File: src/rtl/instruction_fetch.sv
`default_nettype none
// ============================================================================
// Module  : instruction_fetch
// Brief   : Single-outstanding instruction fetcher with a FIFO instruction
//           buffer, branch redirect/flush and PC load/increment strobes.
// Rev     : 1.0 - initial release
// ============================================================================
module instruction_fetch #(
    parameter int         DEPTH    = 4,
    parameter logic [7:0] RESET_PC = 8'h00
) (
    input  logic        clock,
    input  logic        reset,
    input  logic [7:0]  PC_OUT,
    output logic        SET_PC,
    output logic [7:0]  PC_IN,
    output logic        INC_PC,
    input  logic        BRANCH_VALID,
    input  logic [7:0]  BRANCH_TARGET,
    output logic        MEM_REQ,
    output logic [7:0]  MEM_ADDR,
    input  logic        MEM_ACK,
    input  logic [31:0] MEM_RDATA,
    output logic        INSTR_VALID,
    output logic [31:0] INSTR,
    output logic [7:0]  INSTR_PC,
    input  logic        INSTR_READY
);

    localparam int            PW      = (DEPTH > 1) ? $clog2(DEPTH) : 1;
    localparam int            CW      = $clog2(DEPTH + 1);
    localparam logic [CW-1:0] c_depth = CW'(DEPTH);

    typedef enum logic [1:0] {
        BOOT  = 2'd0,
        IDLE  = 2'd1,
        REQ   = 2'd2,
        DRAIN = 2'd3
    } state_t;

    state_t         r_state;
    state_t         w_state_nxt;
    logic [7:0]     r_mem_addr;
    logic [PW-1:0]  r_wr_ptr;
    logic [PW-1:0]  r_rd_ptr;
    logic [CW-1:0]  r_count;
    logic [39:0]    r_buf [DEPTH];

    logic           w_issue;
    logic           w_push;
    logic           w_pop;
    logic           w_flush;
    logic           w_set_pc;
    logic [7:0]     w_pc_in;
    logic           w_inc_pc;
    logic           w_instr_valid;

    always_ff @(posedge clock or posedge reset) begin
        if (reset) begin
            r_state    <= BOOT;
            r_mem_addr <= 8'h00;
        end else begin
            r_state <= w_state_nxt;
            if (w_issue) begin
                r_mem_addr <= PC_OUT;
            end
        end
    end

    always_comb begin
        w_state_nxt = r_state;
        w_issue     = 1'b0;
        w_push      = 1'b0;
        w_flush     = 1'b0;
        w_set_pc    = 1'b0;
        w_pc_in     = 8'h00;
        w_inc_pc    = 1'b0;
        case (r_state)
            BOOT: begin
                // A branch here is ignored: the boot load owns the PC.
                w_set_pc    = 1'b1;
                w_pc_in     = RESET_PC;
                w_state_nxt = IDLE;
            end
            IDLE: begin
                if (BRANCH_VALID) begin
                    w_set_pc = 1'b1;
                    w_pc_in  = BRANCH_TARGET;
                    w_flush  = 1'b1;
                end else if (r_count < c_depth) begin
                    w_issue     = 1'b1;
                    w_state_nxt = REQ;
                end
            end
            REQ: begin
                if (BRANCH_VALID) begin
                    w_set_pc    = 1'b1;
                    w_pc_in     = BRANCH_TARGET;
                    w_flush     = 1'b1;
                    w_state_nxt = MEM_ACK ? IDLE : DRAIN;
                end else if (MEM_ACK) begin
                    w_push      = 1'b1;
                    w_inc_pc    = 1'b1;
                    w_state_nxt = IDLE;
                end
            end
            DRAIN: begin
                if (BRANCH_VALID) begin
                    w_set_pc = 1'b1;
                    w_pc_in  = BRANCH_TARGET;
                    w_flush  = 1'b1;
                end
                // The ack retires the stale request even if a new branch lands
                // on it; waiting on would hang since nothing is outstanding.
                if (MEM_ACK) begin
                    w_state_nxt = IDLE;
                end
            end
            default: w_state_nxt = BOOT;
        endcase
    end

    assign w_instr_valid = (r_count != '0) && !BRANCH_VALID;
    assign w_pop         = w_instr_valid && INSTR_READY;

    always_ff @(posedge clock or posedge reset) begin
        if (reset) begin
            r_wr_ptr <= '0;
            r_rd_ptr <= '0;
            r_count  <= '0;
        end else if (w_flush) begin
            r_wr_ptr <= '0;
            r_rd_ptr <= '0;
            r_count  <= '0;
        end else begin
            if (w_push) begin
                r_wr_ptr <= r_wr_ptr + 1'b1;
            end
            if (w_pop) begin
                r_rd_ptr <= r_rd_ptr + 1'b1;
            end
            if (w_push && !w_pop) begin
                r_count <= r_count + 1'b1;
            end else if (w_pop && !w_push) begin
                r_count <= r_count - 1'b1;
            end
        end
    end

    // Payload storage carries no reset; entries are only read when counted.
    always_ff @(posedge clock) begin
        if (w_push) begin
            r_buf[r_wr_ptr] <= {MEM_RDATA, r_mem_addr};
        end
    end

    // Strobes are gated by reset because BOOT is the reset state.
    assign SET_PC      = w_set_pc && !reset;
    assign PC_IN       = reset ? 8'h00 : w_pc_in;
    assign INC_PC      = w_inc_pc && !reset;
    assign MEM_REQ     = (r_state == REQ) || (r_state == DRAIN);
    assign MEM_ADDR    = r_mem_addr;
    assign INSTR_VALID = w_instr_valid;
    assign INSTR       = r_buf[r_rd_ptr][39:8];
    assign INSTR_PC    = r_buf[r_rd_ptr][7:0];

endmodule
`default_nettype wire

File: config.mk
export PLATFORM = sky130hd
export DESIGN_NAME = instruction_fetch
export DESIGN_NICKNAME = d
export VERILOG_FILES = /design/src/rtl/instruction_fetch.sv
export SDC_FILE = /design/constraint.sdc
export NUM_CORES = 1
export LEC_CHECK = 0
export ABC_CLOCK_PERIOD_IN_PS = 2500
export BUFFER_PORTS_ARGS = -buffer_cell sky130_fd_sc_hd__buf_2
export CORE_ASPECT_RATIO = 0.5
export CORE_MARGIN = 1
export CORE_UTILIZATION = 40
export DETAILED_ROUTE_END_ITERATION = 8
export HOLD_SLACK_MARGIN = 0.02
export PLACE_DENSITY_LB_ADDON = 0.3
export SLEW_MARGIN = 10
export SYNTH_ARGS = -nofsm -noshare
export SYNTH_HDL_FRONTEND = slang
export SYNTH_SLANG_ARGS = --single-unit
File: constraint.sdc
create_clock -name clock -period 2.5 [get_ports clock]
set_input_delay 0 -clock clock [delete_from_list [all_inputs] [get_ports clock]]
set_output_delay 0 -clock clock [all_outputs]
set_load 0.02 [all_outputs]
* Word-level counts from Yosys, hierarchy flattened
Memory sizes are Yosys's and may differ from the RTL's. Cells that the tools add are included.
Word-level totals: memory bits (writable) 160, word-level logic and storage cells 61, bits in read-only memories 0, latch bits 0, output and inout port bits 60, memories 1, bits in registers 17
Memory list:
- r_buf | words 4, width 40, read ports 1, clocked after Yosys merged registers in 0, wr ports 1, RTL line 47 | logic [39:0] r_buf [DEPTH];
Operators by class: add/subtract/negate cells 4, order comparisons 1, bitwise gates (word level) 0, multiply operators 0, reduce and logical (&&, ||, !) cells 18, div/mod/pow operators 0, mux-type cells 27, shift operators 0, equal/unequal tests 5
Operator list (count):
- 2-to-1 mux 2 bit | 9
- 2-to-1 mux 8 bit | 2
- case mux 8 bit (2 select lines) | 1
- 2-to-1 mux 1 bit | 10
- 2-to-1 mux 3 bit | 3
- case mux 2 bit (4 select lines) | 1
- logical AND 1 bit | 6
- nonzero test 3 bit | 2
- adder 2 x 1 -> 2 bit (second input constant) | 2
- == test 2 bit (second input constant) | 2
- zero test 1 bit | 4
- inequality test 2 bit (second input constant) | 2
- nonzero test 2 bit | 2
- adder 3 x 1 -> 3 bit (second input constant) | 1
- less-than comparator 3 bit (second input constant) | 1
- OR reduction 3 bit | 1
- subtractor 3 x 1 -> 3 bit (second input constant) | 1
- == test 2 x 1 -> 1 bit (second input constant) | 1
- zero test 2 bit | 1
- case mux 1 bit (2 select lines) | 1
- AND reduction 2 bit | 1
- logical OR 1 bit | 1

* Longest topological paths before layout
Gate-level depths: netlist of the first run.
depth in word-level cells 8, depth in mapped cells 7, depth with buffers taken out 7

* Worst setup path before layout of the first run
No wires, ideal clock.
path kind reg2reg, start point reg r_state[0], end point mem r_buf[0][0] (enable), data arrival time 1.768 ns, required time 2.099 ns, clock period less this slack 2.169 ns, slack 0.331 ns, cell stages (with the launch flop) 3, buffers on the path 0, cells stage by stage dfrtp_1 and4bb_2 and2_1
Between the ends: longest elaborated chain between the ends 4
Ends and longest elaborated chain:
- start, declared | RTL line 41 | state_t r_state;
- start signal, assigned | RTL line 63 | r_state <= w_state_nxt;
- == test 2 bit | RTL line 78 | case (r_state)
- 2-to-1 mux 1 bit | RTL line 78
- 2-to-1 mux 1 bit | RTL line 152 | if (w_push) begin
- 2-to-1 mux 1 bit (implied by the code) | RTL line 153 | r_buf[r_wr_ptr] <= {MEM_RDATA, r_mem_addr};
- end, declared | RTL line 47
No other way between the ends.

* Final worst setup path of the first run
start point reg r_state[1], end point out PC_IN[4]
Between the ends: longest elaborated chain between the ends 4, elaborated cells on any way between the ends 7
Ends and longest elaborated chain:
- == test 2 bit / == test 2 x 1 -> 1 bit (equally long branches) | RTL line 78
- OR reduction 3 bit (no line)
- case mux 8 bit (2 select lines) (*) | RTL line 78
- 2-to-1 mux 8 bit (*) | RTL line 159 | assign PC_IN = reset ? 8'h00 : w_pc_in;
- end, declared | RTL line 16 | output logic [7:0] PC_IN,
Mark *: on every way between the ends. The rest lies on a longest branch, timed or not.

==> results.md, run 1 <==
- Status: complete, no violations
- Antenna violations before repair: 0
- Synth top area share: 0.713
- GRT Total Usage: 0.156
- Crit. End Element: primary output
- Critical path class: flip-flop to primary output
- Nets: 527
- GP Congestion: 0.732
- Clk sink count: 177
- IO Pins: 113
- Reg2reg start: r_count[0]$_DFFE_PP0P_
- FF-to-FF setup slack: 600 ps
- Via/cell ratio: 4.78
- Setup crit start kind: flip-flop
- Synth unique cells: 29
- Final period demand of the worst path: 2050 ps
- Fin crit share: 0.821
- Final wirelength: 12700 um
- Fillers: 1363
- Unrepaired setup endpoints after global routing: no
- # DRC: 0
- Die area: 17400 sq um
- # diodes: 0
- Synth Area in Simple Gates: 0.0380
- Die Y: 93.8 um
- Setup TNS: 0 ps
- Total core area: 16400 sq um
- Seq cells post-synth: 177
- Top cells by count, synth: edfxtp_1 (160), mux4_2 (40), dfrtp_1 (17), nor2_1 (10)
- Hold Crit Endpoint: r_rd_ptr[1]$_DFFE_PP0P_
- Vias: 3387
- Max FO, Critical Path: 11
- Leakage Power: 3.09 nW
- Initial Util: 0.410
- H-Tree Depth: 4
- Largest net degree at the start of global routing: 41
- Reg clk slew, reported paths: 70 ps
- Tot Pwr: 0.00799 W
- Synth Area in Compound Gates: 0.00334
- Setup Viol. Count Final: 0
- Root buffer cell: clkbuf_16
- Port-buffer cells: 112
- Max-slew violations: 0
- Hpwl dp: 7760 um
- Routed WL per cell: 17.9 um
- Synth top area cells: edfxtp_1 (71%), mux4_2 (13%), dfrtp_1 (6.3%)
- First-pass GRT wire length: 19500 um
- Cell accounting for the most synthesized area: edfxtp_1
- FP Rows: 33
- Post-synthesis mux area share: 0.153
- F_max: 0.487 GHz
- HP Class: input port to flip-flop
- Peak VDD IR: 535 uV
- R2r worst-path depth: 7
- Skew-Pair Late Insertion Delay: 430 ps
- Largest family of logic cells by synthesized area: multiplexers
- Cell Pwr Density: 920 nW/um^2
- Max_slew headroom: 0.541
- Max-cap viol count: 0
- Seq/Total Area, Yosys: 0.776
- Detailed Routing Iterations Pass 1: 6
- Worst hold start: INSTR_READY
- Setup repair bufs after CTS: 0
- Ys flop type: edfxtp_1
- Synth Area in Adders: 0.0104
- Synth Net Count: 357
- Synth Area in XOR/XNOR: 0.00501
- Clk buf depth: 2
- EDFF count, synth: 160
- Area grow syn2layout: 28.8%
- YS warnings: 0
- Worst-Margin Slew: 687 ps
- Async SR Flop Fraction: 0.0960
- Share of layout cells above drive strength 1: 0.442
- Post-Syn Area: 6740 sq um
- FF-to-FF End: r_count[2]$_DFFE_PP0P_
- Initial drt markers: 208
- Vias in the first global route: 3568
- Die Width: 186 um
- Count leader, synth: edfxtp_1
- Cell count after synthesis: 299
- Antenna Nets Post-Route: 0
- CTS tree: done
- Syn Area/Cell: 22.5 sq um
- CP Data Required Time: 2500 ps
- Worst Path Arrival: 2050 ps
- GRT overflow: 0
- CTS Buf Count: 17
- Post_cts resized: 0
- Post-cts hold buffer count: 44
- Hold Path Cell Cnt: 4
- Final Skew: 10.2 ps
- Hold Vio Cnt, Final: 0
## area by class of cell
type	instances	area, sq um	share of cell area
clock buffer	17	425	0.0490
clock inverter	15	183	0.0210
inverter	5	18.8	0.00216
multi-input combinational	103	1420	0.163
sequential	177	5230	0.603
tap	227	284	0.0327
timing repair buffer	165	1120	0.129
## routing by layer
metal,GRT usage,vias up,routed length [um]
li1,-,1567,-
met1,0.213,1739,6060
met2,0.246,69,6080
met3,0.0407,12,448
met4,0.0533,0,120
met5,0,-,0
## kinds of logic (layout without fill, tap and decap cells)
logic type                 Yosys count  in the layout
and+or+nand+nor                     39             39
muxes                               52             52
DFF                                177            177
adders and majority gates            5              5
buffers and inverters               19            202
xor gates and xnor gates             3              3
AOI/OAI and AO/OA                    4              4
## flip-flops by register name (all words and copies together), names as in the netlist
| name | count |
|---|---|
| r_state | 2 |
| MEM_ADDR | 8 |
| r_count | 3 |
| r_buf | 160 |
| r_rd_ptr | 2 |
| r_wr_ptr | 2 |
## report_power, final
group / total (W) / switching (W) / leakage, nW / internal, W
Clock: 0.00264 / 0.00128 / 0.292 / 0.00136
Combinational: 0.00172 / 0.000932 / 1.15 / 0.000790
Sequential: 0.00362 / 0.000173 / 1.65 / 0.00345
Total: 0.00799 / 0.00238 / 3.09 / 0.00560
## worst max-delay path by stage
stage	startpoint	endpoint	slack (ps)
after floorplan	r_state[0]$_DFFE_PP0P_	r_buf[0][0]$_DFFE_PP_	330
after global placement	r_count[2]$_DFFE_PP0P_	r_count[2]$_DFFE_PP0P_	650
after detailed placement	r_count[2]$_DFFE_PP0P_	r_count[2]$_DFFE_PP0P_	600
after CTS	r_rd_ptr[0]$_DFFE_PP0P_	INSTR[15]	370
after global routing	r_rd_ptr[0]$_DFFE_PP0P_	INSTR[15]	290
final	r_state[1]$_DFFE_PP0P_	PC_IN[4]	450
## stage by stage
| stage | hold WS [ps] | worst slack, ps | area (sq um) | utilization | instances |
|---|---|---|---|---|---|
| finish | 65.5 | 448 | 8680 | 0.528 | 709 |
| CTS | 63.6 | 369 | 8680 | 0.528 | 709 |
| floorplan | -32.3 | 331 | 6740 | - | 299 |
| detailed placement | 84.2 | 597 | 7630 | 0.464 | 633 |
| global route | 94.3 | 288 | 8680 | 0.528 | 709 |
| global placement | 84.0 | 646 | 7630 | 0.464 | 633 |
## critical path: stages, from the launching register on
cell and delay, ps:
dfrtp_1 480, nor2_1 100, nor2b_1 550, and3_1 300
buf_2 190
## cells in the final DEF, fill, tap and decap left out
cell           Yosys  final
a21oi_1            1      1
and2_0             1      1
and2_2             0      4
and3_1             8      8
and4bb_2           2      2
buf_12             0      4
buf_2              6    112
buf_4              5      5
clkbuf_16          0     17
clkinv_4           0      2
clkinv_8           0      4
clkinvlp_4         0      1
dfrtp_1           17     15
dfrtp_2            0      2
dlygate4sd3_1      0     44
edfxtp_1         160    160
fa_1               1      1
ha_1               4      4
inv_1              5      5
inv_12             0      2
inv_6              0      3
inv_8              0      3
mux2_2             8      8
mux2i_1            4      4
mux4_2            40     40
nand2_1            5      5
nand2b_1           2      2
nand3_1            1      1
nand4bb_4          1      1
nor2_1            10     10
nor2b_1            2      2
nor3_2             1      1
nor3b_1            1      1
nor3b_4            1      1
o21ai_0            2      2
o21bai_1           1      1
xnor2_1            2      2
xnor2_2            1      1
No activity file was read; power rests on OpenSTA's default activity.
==> run 2, diff against run 1 <==
--- a/config.mk
+++ b/config.mk
@@ -5,7 +5,7 @@
 export SDC_FILE = /design/constraint.sdc
 export NUM_CORES = 1
 export LEC_CHECK = 0
-export ABC_CLOCK_PERIOD_IN_PS = 2500
+export ABC_CLOCK_PERIOD_IN_PS = 1900
 export BUFFER_PORTS_ARGS = -buffer_cell sky130_fd_sc_hd__buf_2
 export CORE_ASPECT_RATIO = 0.5
 export CORE_MARGIN = 1
==> constraint.sdc (replaced) <==
create_clock -name clock -period 1.9 [get_ports clock]
set_input_delay 0 -clock clock [delete_from_list [all_inputs] [get_ports clock]]
set_output_delay 0 -clock clock [all_outputs]
set_load 0.02 [all_outputs]
==> run 2 against run 1 <==
Clock power is 29% higher; power is 31% higher; clock skew is 3.0 ps lower; via count is 0.18% lower; largest power group unchanged; flip-flop and latch count stayed put; combinational power is 34% higher.
==> results.md, run 2 (synthesized netlist as in run 1, its figures left out) <==
- Status: complete, no violations (unchanged)
- Root buffer cell: clkbuf_16 (unchanged)
- Setup crit start kind: flip-flop (unchanged)
- Final period demand of the worst path: 1840 ps
- HP Class: input port to flip-flop (unchanged)
- Detailed Routing Iterations Pass 1: 4 (was 6)
- Worst hold slack: 79.6 ps (was 65.5 ps)
- Max-cap viol count: 0 (unchanged)
- Peak VDD IR: 588 uV (was 535 uV)
- Via/cell ratio: 4.75 (was 4.78)
- Hold Path Cell Cnt: 4 (unchanged)
- Max FO, Critical Path: 28 (was 11)
- Die Width: 186 um (unchanged)
- Antenna violations before repair: 0 (unchanged)
- Leakage Power: 3.12 nW (was 3.09 nW)
- First-pass GRT wire length: 19100 um (was 19500 um)
- Nets: 530 (was 527)
- Hpwl dp: 7320 um (was 7760 um)
- Setup Viol. Count Final: 0 (unchanged)
- Largest register FFs: 160 (unchanged)
- IO Pins: 113 (unchanged)
- Initial drt markers: 182 (was 208)
- Share of layout cells above drive strength 1: 0.445 (was 0.442)
- Skew-Pair Late Insertion Delay: 430 ps (about the same)
- Crit. End Element: primary output (unchanged)
- Reg clk slew, reported paths: 70 ps (about the same)
- Tot Pwr: 0.0105 W (was 0.00799 W)
- Fin crit share: 0.968
- Die area: 17400 sq um (unchanged)
- H-Tree Depth: 4 (unchanged)
- Fillers: 1342 (was 1363)
- Top reg by flops: r_buf (unchanged)
- Worst slack, placed: 201 ps (was 597 ps)
- Register Area: 5230 sq um (unchanged)
- Total core area: 16400 sq um (unchanged)
- Fin util: 0.532 (was 0.528)
- FP Rows: 33 (unchanged)
- GRT Total Usage: 0.152 (was 0.156)
- Initial Util: 0.410 (unchanged)
- Routed WL per cell: 17.3 um (was 17.9 um)
- Worst Path Arrival: 1840 ps (was 2050 ps)
- Final Skew: 7.17 ps (was 10.2 ps)
- Worst-Margin Slew: 485 ps (was 687 ps)
- Setup repair bufs after CTS: 0 (unchanged)
- # DRC: 0 (unchanged)
- CTS tree: done (unchanged)
- CP Data Required Time: 1900 ps (was 2500 ps)
- Cell Pwr Density: 1200 nW/um^2 (was 920 nW/um^2)
- Die Y: 93.8 um (unchanged)
- Vias in the first global route: 3539 (was 3568)
- Hold Vio Cnt, Final: 0 (unchanged)
- Unrepaired setup endpoints after global routing: yes (was no)
- Setup TNS: 0 ps (unchanged)
- Largest net degree at the start of global routing: 41 (unchanged)
- GRT overflow: 0 (unchanged)
- Max_slew headroom: 0.673 (was 0.541)
- Final wirelength: 12300 um (was 12700 um)
- Clk buf depth: 2 (unchanged)
- Area grow syn2layout: 29.7% (was 28.8%)
- Critical path class: flip-flop to primary output (unchanged)
- GP Congestion: 0.690 (was 0.732)
- Antenna Nets Post-Route: 0 (unchanged)
- F_max: 0.544 GHz
- Vias: 3381 (was 3387)
- Port-buffer cells: 112 (unchanged)
- CTS Buf Count: 17 (unchanged)
- Most common cell after layout, fill and taps aside: edfxtp_1 (unchanged)
- Most frequent cells in the layout: edfxtp_1 (160), buf_2 (109), dlygate4sd3_1 (43) (was edfxtp_1 (160), buf_2 (112), dlygate4sd3_1 (44))
- Multi-input combinational cell area: 1420 sq um (unchanged)
- # diodes: 0 (unchanged)
- Clk sink count: 177 (unchanged)
- R2r worst-path depth: 7 (unchanged)
- Worst setup margin: 60.6 ps (was 448 ps)
- Max-slew violations: 0 (unchanged)
==> run 2: where the power goes <==
group | switching (W) | internal (W)
clock | 0.00163 | 0.00177
sequential | 0.000235 | 0.00454
combinational | 0.00121 | 0.00109
total | 0.00308 | 0.00740
==> run 2: final cells by class <==
| type | count | area share |
|---|---|---|
| Sequential cell | 177 | 0.598 |
| Multi-Input combinational cell | 103 | 0.162 |
| Timing Repair Buffer | 168 | 0.138 |
| Clock buffer | 18 | 0.0491 |
| Tap cell | 227 | 0.0325 |
| Clock inverter | 14 | 0.0179 |
| Inverter | 5 | 0.00215 |
==> run 2: final timing paths <==
| check | start | endpoint | slack (ps) |
|---|---|---|---|
| worst max-delay path | r_rd_ptr[0]$_DFFE_PP0P_ | INSTR[21] | 60 |
| worst min-delay path | INSTR_READY | r_rd_ptr[1]$_DFFE_PP0P_ | 80 |
| worst max register to register | r_count[2]$_DFFE_PP0P_ | r_count[2]$_DFFE_PP0P_ | 180 |
| worst min register to register | r_count[0]$_DFFE_PP0P_ | r_count[0]$_DFFE_PP0P_ | 520 |
| max in group asynchronous | reset | r_rd_ptr[1]$_DFFE_PP0P_ | 1300 |
| min in group asynchronous | reset | r_count[0]$_DFFE_PP0P_ | 390 |
==> run 2: routing by layer <==
metal / GRT usage / vias to the layer above / wire length (um)
li1: - / 1578 / -
met5: 0 / - / 0
met1: 0.205 / 1717 / 5780
met2: 0.241 / 71 / 5920
met3: 0.0341 / 15 / 413
met4: 0.0635 / 0 / 172
==> run 2: worst max-delay path: stages, from the launching register on <==
cell and delay (ps):
dfrtp_2 390, buf_12 260, mux4_2 570, buf_2 180
==> run 2: what timing repair did <==
| item | 4_1_cts | 5_1_grt |
|---|---|---|
| setup endpoints to repair | 1 | 5 |
| gates cloned | 0 | 0 |
| pin swaps | 0 | 0 |
| resized for setup | 1 | 4 |
| hold buffers | 43 | 0 |
| endpoints found under the hold margin | 156 | 0 |
==> run 2: per-stage QoR <==
stage                     instances  cell area [sq um]
final                           712               8740
after global routing            712               8740
after CTS                       712               8730
after floorplan                 299               6750
after detailed placement        637               7710
after global placement          637               7710
==> run 3, diff against run 2 <==
--- a/config.mk
+++ b/config.mk
@@ -9,10 +9,10 @@
 export BUFFER_PORTS_ARGS = -buffer_cell sky130_fd_sc_hd__buf_2
 export CORE_ASPECT_RATIO = 0.5
 export CORE_MARGIN = 1
-export CORE_UTILIZATION = 40
+export CORE_UTILIZATION = 56
 export DETAILED_ROUTE_END_ITERATION = 8
 export HOLD_SLACK_MARGIN = 0.02
-export PLACE_DENSITY_LB_ADDON = 0.3
+export PLACE_DENSITY_LB_ADDON = 0.05
 export SLEW_MARGIN = 10
 export SYNTH_ARGS = -nofsm -noshare
 export SYNTH_HDL_FRONTEND = slang
==> run 3 against run 2 <==
Hold slack better by 25 ps; routed wire length up 3.0%; power down 1.5%; clock skew up 5.1 ps; worst setup slack better by 9.6 ps; core utilization up 23 points; sequential share of layout area up 0.65 points; flip-flop and latch count unchanged; critical path type unchanged; largest power group unchanged.
==> results.md, run 3 (synthesized netlist as in run 1, its figures left out) <==
- Die Width: 157 um (was 186 um)
- Die Y: 79.6 um (was 93.8 um)
- Total core area: 11400 sq um (was 16400 sq um)
- Reg2reg start: r_count[0]$_DFFE_PP0P_ (was r_count[2]$_DFFE_PP0P_)
- Routed WL per cell: 19.5 um (was 17.3 um)
- Port-buffer cells: 112 (unchanged)
- Critical path class: flip-flop to primary output (unchanged)
- Largest register FFs: 160 (unchanged)
- FF-to-FF End: r_count[2]$_DFFE_PP0P_ (unchanged)
- Post-route insts no fill: 650 (was 712)
- GP Congestion: 0.832 (was 0.690)
- Via/cell ratio: 5.38 (was 4.75)
- IO Pins: 113 (unchanged)
- Unrepaired setup endpoints after global routing: no (was yes)
- CTS tree: done (unchanged)
- Share of layout cells above drive strength 1: 0.448 (was 0.445)
- Clk buf depth: 2 (unchanged)
- Setup TNS: 0 ps (unchanged)
- Worst-Margin Slew: 536 ps (was 485 ps)
- Vias: 3496 (was 3381)
- Setup crit start kind: flip-flop (unchanged)
- Max-cap viol count: 0 (unchanged)
- Fin crit share: 0.963 (was 0.968)
- Cell Pwr Density: 1190 nW/um^2 (was 1200 nW/um^2)
- Dpl cells: 574 (was 637)
- Initial drt markers: 272 (was 182)
- HP Class: input port to flip-flop (unchanged)
- Worst Path Arrival: 1830 ps (was 1840 ps)
- Largest net degree at the start of global routing: 41 (unchanged)
- Register Area: 5230 sq um (unchanged)
- Antenna Nets Post-Route: 0 (unchanged)
- Final period demand of the worst path: 1830 ps (was 1840 ps)
- Area grow syn2layout: 28.3% (was 29.7%)
- Nets: 536 (was 530)
- Worst hold slack: 105 ps (was 79.6 ps)
- Fillers: 676 (was 1342)
- CP Data Required Time: 1900 ps (about the same)
- Clk sink count: 177 (unchanged)
- FF-to-FF setup slack: 100 ps (was 180 ps)
- Hold Vio Cnt, Final: 0 (unchanged)
- GRT Total Usage: 0.222 (was 0.152)
- Final instance area: 8650 sq um (was 8740 sq um)
- Root buffer cell: clkbuf_16 (unchanged)
- # diodes: 0 (unchanged)
- Top reg by flops: r_buf (unchanged)
- Hpwl dp: 7880 um (was 7320 um)
- Setup Viol. Count Final: 0 (unchanged)
- Crit. End Element: primary output (unchanged)
- Initial Util: 0.594 (was 0.410)
- Most frequent cells in the layout: edfxtp_1 (160), buf_2 (111), dlygate4sd3_1 (43) (was edfxtp_1 (160), buf_2 (109), dlygate4sd3_1 (43))
- Vias in the first global route: 3720 (was 3539)
- Leakage Power: 3.12 nW (about the same)
- Max-slew violations: 0 (unchanged)
- Reg clk slew, reported paths: 60 ps (was 70 ps)
- CTS Buf Count: 17 (unchanged)
- Detailed Routing Iterations Pass 1: 4 (unchanged)
- CP startpoint: r_rd_ptr[0]$_DFFE_PP0P_ (unchanged)
- Setup crit end: INSTR[21] (unchanged)
- Most common cell after layout, fill and taps aside: edfxtp_1 (unchanged)
- Status: complete, no violations (unchanged)
- F_max: 0.546 GHz (was 0.544 GHz)
- First-pass GRT wire length: 19500 um (was 19100 um)
- # DRC: 0 (unchanged)
- Multi-input combinational cell area: 1420 sq um (about the same)
- Peak VDD IR: 774 uV (was 588 uV)
- Final Skew: 12.3 ps (was 7.17 ps)
- Skew-Pair Late Insertion Delay: 420 ps (was 430 ps)
- Max FO, Critical Path: 21 (was 28)
- Die area: 12500 sq um (was 17400 sq um)
- Max_slew headroom: 0.639 (was 0.673)
- Final wirelength: 12700 um (was 12300 um)
- H-Tree Depth: 4 (unchanged)
- R2r worst-path depth: 7 (unchanged)
- Antenna violations before repair: 0 (unchanged)
- FP Rows: 27 (was 33)
- Placed Instance Area: 7650 sq um (was 7710 sq um)
- GRT overflow: 0 (unchanged)
==> run 3: worst min path at each step <==
stage                           start  slack [ps]  cells past startpoint                 endpoint
final                     INSTR_READY         100                      4  r_rd_ptr[1]$_DFFE_PP0P_
after global placement          reset         180                      3   r_count[0]$_DFFE_PP0P_
after detailed placement        reset         210                      3   r_count[0]$_DFFE_PP0P_
after global routing      INSTR_READY         110                      4  r_rd_ptr[1]$_DFFE_PP0P_
after CTS                 INSTR_READY          90                      4  r_rd_ptr[1]$_DFFE_PP0P_
after floorplan                 reset         -30                      1  MEM_ADDR[0]$_DFFE_PP0P_
==> run 3: cell type report <==
class / instances / area share
clock inverters: 14 / 0.0136
well taps: 159 / 0.0230
inverters: 5 / 0.00217
flip-flops and latches: 177 / 0.605
clock buffers: 18 / 0.0496
multi-input cells: 103 / 0.164
repair buffers: 174 / 0.142
==> run 3: routing by layer <==
metal	GRT usage	share of wire	up-vias
met5	0	0	-
met4	0.0650	0.0066	0
met3	0.0603	0.044	8
met2	0.363	0.50	120
met1	0.296	0.45	1788
li1	-	-	1580
==> run 3: stage by stage <==
step	setup slack (ps)	util	power (W)
2_1_floorplan	151	-	0.00639
3_3_place_gp	251	0.674	0.00705
3_5_place_dp	129	0.674	0.00713
4_1_cts	30.5	0.761	0.0104
5_1_grt	0.132	0.762	0.0107
6_report	70.2	0.762	0.0103
==> run 3: what timing repair did <==
action                     in CTS  in global routing
hold endpoints to repair      156                  0
gates resized for setup         1                  3
hold buffers                   43                  0
setup endpoints to repair      39                  1
buffers inserted                1                  0
==> run 3: critical path, cell delays in order (launching register included) <==
cell and delay [ps]:
dfrtp_2 450, buf_12 230, mux4_2 550, buf_2 180
==> run 3: report_power, final <==
group / leakage [nW] / switching (W) / total, W / internal [W]
clock network: 0.259 / 0.00142 / 0.00321 / 0.00180
registers: 1.65 / 0.000247 / 0.00479 / 0.00454
logic: 1.21 / 0.00121 / 0.00232 / 0.00111
